File: config.mk
export PLATFORM = sky130hd
export DESIGN_NAME = oam_dma
export DESIGN_NICKNAME = d
export VERILOG_FILES = /design/src/rtl/oam_dma.sv
export SDC_FILE = /design/constraint.sdc
export NUM_CORES = 1
export LEC_CHECK = 0
export CAP_MARGIN = 20
export CORE_UTILIZATION = 38
export CTS_CLUSTER_SIZE = 20
export DETAILED_ROUTE_END_ITERATION = 8
export PLACE_DENSITY_LB_ADDON = 0.25
export SLEW_MARGIN = 10
export SYNTH_ARGS = -nofsm -noshare
export SYNTH_HDL_FRONTEND = slang
export SYNTH_SLANG_ARGS = --single-unit
File: constraint.sdc
create_clock -name clk -period 4 [get_ports clk]
set_input_delay 0.4 -clock clk [delete_from_list [all_inputs] [get_ports clk]]
set_output_delay 0.4 -clock clk [all_outputs]
set_load 0.005 [all_outputs]
File: src/rtl/oam_dma.sv
// OAM DMA engine: on a CPU write to the source-page register, copies LEN bytes
// from {page,8'h00} to DEST_BASE, one byte every BYTE_CYCLES clocks.
package sm83_pkg;
  typedef logic [15:0] addr_t;
  typedef logic [7:0]  data_t;
endpackage

module oam_dma
  import sm83_pkg::*;
#(
  parameter addr_t REG_ADDR    = 16'hFF46,
  parameter addr_t DEST_BASE   = 16'hFE00,
  parameter int    LEN         = 160,
  parameter int    BYTE_CYCLES = 4
) (
  input  logic  clk,
  input  logic  rst_n,
  input  logic  cpu_wen,
  input  addr_t cpu_addr,
  input  data_t cpu_wdata,
  output data_t cpu_rdata,
  output logic  busy,
  output addr_t mem_r_addr,
  input  data_t mem_r_data,
  output logic  mem_wen,
  output addr_t mem_w_addr,
  output data_t mem_w_data
);

  localparam int SW = (BYTE_CYCLES > 1) ? $clog2(BYTE_CYCLES) : 1;
  localparam logic [SW-1:0] SLOT_LAST = SW'(BYTE_CYCLES - 1);
  localparam logic [7:0]    IDX_LAST  = 8'(LEN - 1);

  typedef enum logic [1:0] {IDLE, START, XFER} state_t;

  state_t        state_q, state_d;
  data_t         src_hi_q, src_hi_d;
  logic [7:0]    idx_q, idx_d;
  logic [SW-1:0] slot_q, slot_d;
  logic          trig;

  assign trig = cpu_wen && (cpu_addr == REG_ADDR);

  always_ff @(posedge clk or negedge rst_n) begin
    if (!rst_n) begin
      state_q  <= IDLE;
      src_hi_q <= 8'h00;
      idx_q    <= 8'h00;
      slot_q   <= '0;
    end else begin
      state_q  <= state_d;
      src_hi_q <= src_hi_d;
      idx_q    <= idx_d;
      slot_q   <= slot_d;
    end
  end

  always_comb begin
    state_d  = state_q;
    src_hi_d = src_hi_q;
    idx_d    = idx_q;
    slot_d   = slot_q;
    unique case (state_q)
      IDLE:  ;
      START: state_d = XFER;
      XFER: begin
        if (slot_q == SLOT_LAST) begin
          slot_d = '0;
          if (idx_q == IDX_LAST) state_d = IDLE;
          else                   idx_d   = idx_q + 8'd1;
        end else begin
          slot_d = slot_q + SW'(1);
        end
      end
      default: state_d = IDLE;
    endcase
    // A trigger always wins: restart from byte 0 of the new page. The write
    // decoded for this cycle still happens since mem_wen looks at current state.
    if (trig) begin
      state_d  = START;
      src_hi_d = cpu_wdata;
      idx_d    = 8'h00;
      slot_d   = '0;
    end
  end

  assign busy       = (state_q != IDLE);
  assign mem_wen    = (state_q == XFER) && (slot_q == SLOT_LAST);
  assign mem_r_addr = {src_hi_q, 8'h00} + addr_t'(idx_q);
  assign mem_w_addr = DEST_BASE + addr_t'(idx_q);
  assign mem_w_data = mem_r_data;
  assign cpu_rdata  = src_hi_q;

endmodule

==> flow_summary.toml <==
[outcome]
outcome = "finished, final reports clean"

[timing]
finalSetupViolCount = 0
fmax_mhz = 463.2
finClkSkew_ns = 0.007078
slew_viol_final = 0
setup_ws_ns = 1.841
finalCriticalPeriod_ns = 2.159
post-route-period-util = 0.5397
rsz0062_at_grt = "false"
worst_pin_slew_ns = 0.8894
slew_headroom = 0.4052
fin_setup_tns_ns = 0
finalHoldViolCount = 0

[worst_setup_path]
rrSetupSlack_ns = 2.31
critPathKind = "primary input to flip-flop"
path_cells = "clkdlybuf4s50_1 > nor4b_1 > nand3b_1 > nor3_4 > mux2_2"
arrival_ns = 2.36
reg2reg_depth = 5
critical_path_required_ns = 4.20
slowest_stage = "nor3_4"
r2r_end = "idx_q[7]"
cp-startpoint = "cpu_addr[5]"
crit_path_end_kind = "flip-flop"
start_kind = "primary input"
critPathMaxStageDelay_ns = 0.67
r2r-start = "idx_q[0]"
path_max_fanout = 19

[clocking]
cts_tree = "yes"
post_cts_buffers = 0
clock-sinks = 20
root_buffer = "clkbuf_4"
cts_made_buffers = 3
cts_repair_resize_count = 0
clock_path_buffers = 2
cts_htree_levels = 1
insertion_delay_ns = 0.30
path_clk_slew_ns = 0.12
cts_hold_buf = 0

[routing]
first_pass_iters = 4
via_count = 925
drt-initial-drc-count = 8
drcViolationCount = 0
final_antenna_net_count = 0
wirelength_um = 2393
vias_per_cell = 4.602
drt-wirelength-per-cell_um = 11.91

[logic_synthesis]
synth-edff-count = 0
synthCells = 121
ys_seq_elements = 20
syn-cell-area_um2 = 1230
seq_area_frac_synth = 0.4069
yosys.area.top_type = "dfrtp_1"
synth.most_common_cell = "buf_4"
synth.distinct_cells = 29
synth-main-ff-cell = "dfrtp_1"
avgSynthCellArea_um2 = 10.16
synth_warnings = 0
yosys-top-cells-area = "dfrtp_1 41%, buf_4 20%, mux2_2 7.3%"
ys_top_cells_by_count = "33 x buf_4, 20 x dfrtp_1, 12 x nor2_1, 8 x mux2_2, 5 x xnor2_1"
ys_async_sr_fraction = 1.000
yosysTopAreaCellShare = 0.4069

[placement]
hpwlAfterDp_um = 1892
place.gp.congestion = 0.7455
placed_area_um2 = 1657
port_buffers = 60
place_ws_ns = 1.489

[power_and_ir_drop]
ir_drop_uv = 132.8
combPwrFrac = 0.318
net-switching-power_uw = 174.0
cellPowerDensity_nw_per_um2 = 377.5
p_leak_nw = 0.7185
p_sw_frac = 0.2697
p_int_uw = 471.2
seqPwrFrac = 0.426
clock_power_share = 0.256

[global_routing]
grt_usage = 0.1389
grt_max_degree = 21
grt_pass1_vias = 839
antenna_found_initial = 0
grt_pass1_wl_um = 3588
overflow = 0

[layout]
syn_to_final_growth_pct = 38.96
num_antenna_cells = 0
utilization = 0.5598
finish.instance_area_um2 = 1709
final_nets = 195
drive_above_1_share = 0.1146

[floorplanning]
start_util = 0.4029
core_um2 = 3053
die_area_um2 = 3468
die_w_um = 58.89
die_height_um = 58.89
ios = 85
row_count = 20

[min_path]
min_to = "cpu_rdata[2]"
hold_class = "flip-flop to flip-flop"
holdPathStages = 1
hp-start = "cpu_rdata[2]"

[flow_run]
maxCapViolations = 0
-- critical path, delay by kind of cell --
family / cells / cell delay [ns]
multiplexers: 1 / 0.41
buffers and inverters: 1 / 0.40
AND/OR/NAND/NOR: 3 / 1.15
-- sequential cells by signal, indices dropped and copies added, names as in the netlist --
name       cells
cpu_rdata      8
state_q        2
slot_q         2
idx_q          8
-- through the flow --
step | hold slack [ns] | power, mW | std cells
after detailed placement | 0.5239 | 0.4874 | 197
after CTS | 0.5552 | 0.6529 | 201
after floorplan | 0.1044 | 0.3868 | 127
after global placement | 0.5121 | 0.4841 | 197
final | 0.5496 | 0.6453 | 201
after global routing | 0.5821 | 0.6872 | 201
-- kinds of logic (layout without fill, tap and decap cells) --
group	after synthesis	in the layout	synth area share
other	2	8	0.006106
flip-flops	20	20	0.4069
AND/OR/NAND/NOR	34	34	0.1567
buffers and inverters	37	67	0.2136
multiplexers	11	11	0.09766
AO/OA/AOI/OAI	10	10	0.06308
XOR/XNOR	5	5	0.03560
adder cells (fa/ha/maj)	2	2	0.02034
-- layout make-up --
| class | count | area, um2 |
|---|---|---|
| clock buffer | 3 | 22.52 |
| clock inverter | 1 | 30.03 |
| timing repair buffer | 60 | 600.6 |
| inverter | 3 | 11.26 |
| fill | 293 | 1344 |
| multi-input combinational | 70 | 489.2 |
| tap | 44 | 55.05 |
| sequential | 20 | 500.5 |
-- per-layer routing --
layer | share of wire | vias up | global-route usage | routed length (um)
met3 | 0.060 | 2 | 0.02198 | 144
met5 | 0 | - | 0 | 0
met1 | 0.38 | 432 | 0.1436 | 915
li1 | - | 445 | - | -
met2 | 0.55 | 46 | 0.2695 | 1322
met4 | 0.0042 | 0 | 0.06463 | 10
-- placed cells by master, fill, tap and decap left out, types with 2 or more instances in the layout --
cell type	instances
nand3_1	2
mux2i_1	3
nand3b_1	3
clkdlybuf4s50_1	60
or2_2	2
a21oi_1	4
xnor2_1	5
nor2_1	12
inv_1	3
dfrtp_1	20
ha_1	2
mux2_2	8
clkbuf_4	3
conb_1	8
nand2_1	3
nor3_1	4
nand4_1	2
-- how the worst max path moves through the flow --
stage / cells past startpoint / endpoint / slack, ns
6_report: 5 / cpu_rdata[1] / 1.84
3_5_place_dp: 5 / cpu_rdata[1] / 1.49
4_1_cts: 5 / cpu_rdata[1] / 1.82
3_3_place_gp: 5 / cpu_rdata[3] / 1.52
5_1_grt: 5 / cpu_rdata[1] / 1.62
2_1_floorplan: 4 / cpu_rdata[0] / 2.31
-- power by group through the flow --
stage	combinational, mW	sequential [mW]	clock (mW)
floorplan	0.113	0.274	0
global placement	0.207	0.277	0
detailed placement	0.208	0.280	0
CTS	0.208	0.276	0.168
finish	0.205	0.275	0.165
global route	0.224	0.284	0.179
Note: power is estimated with default switching activity, not from simulation.
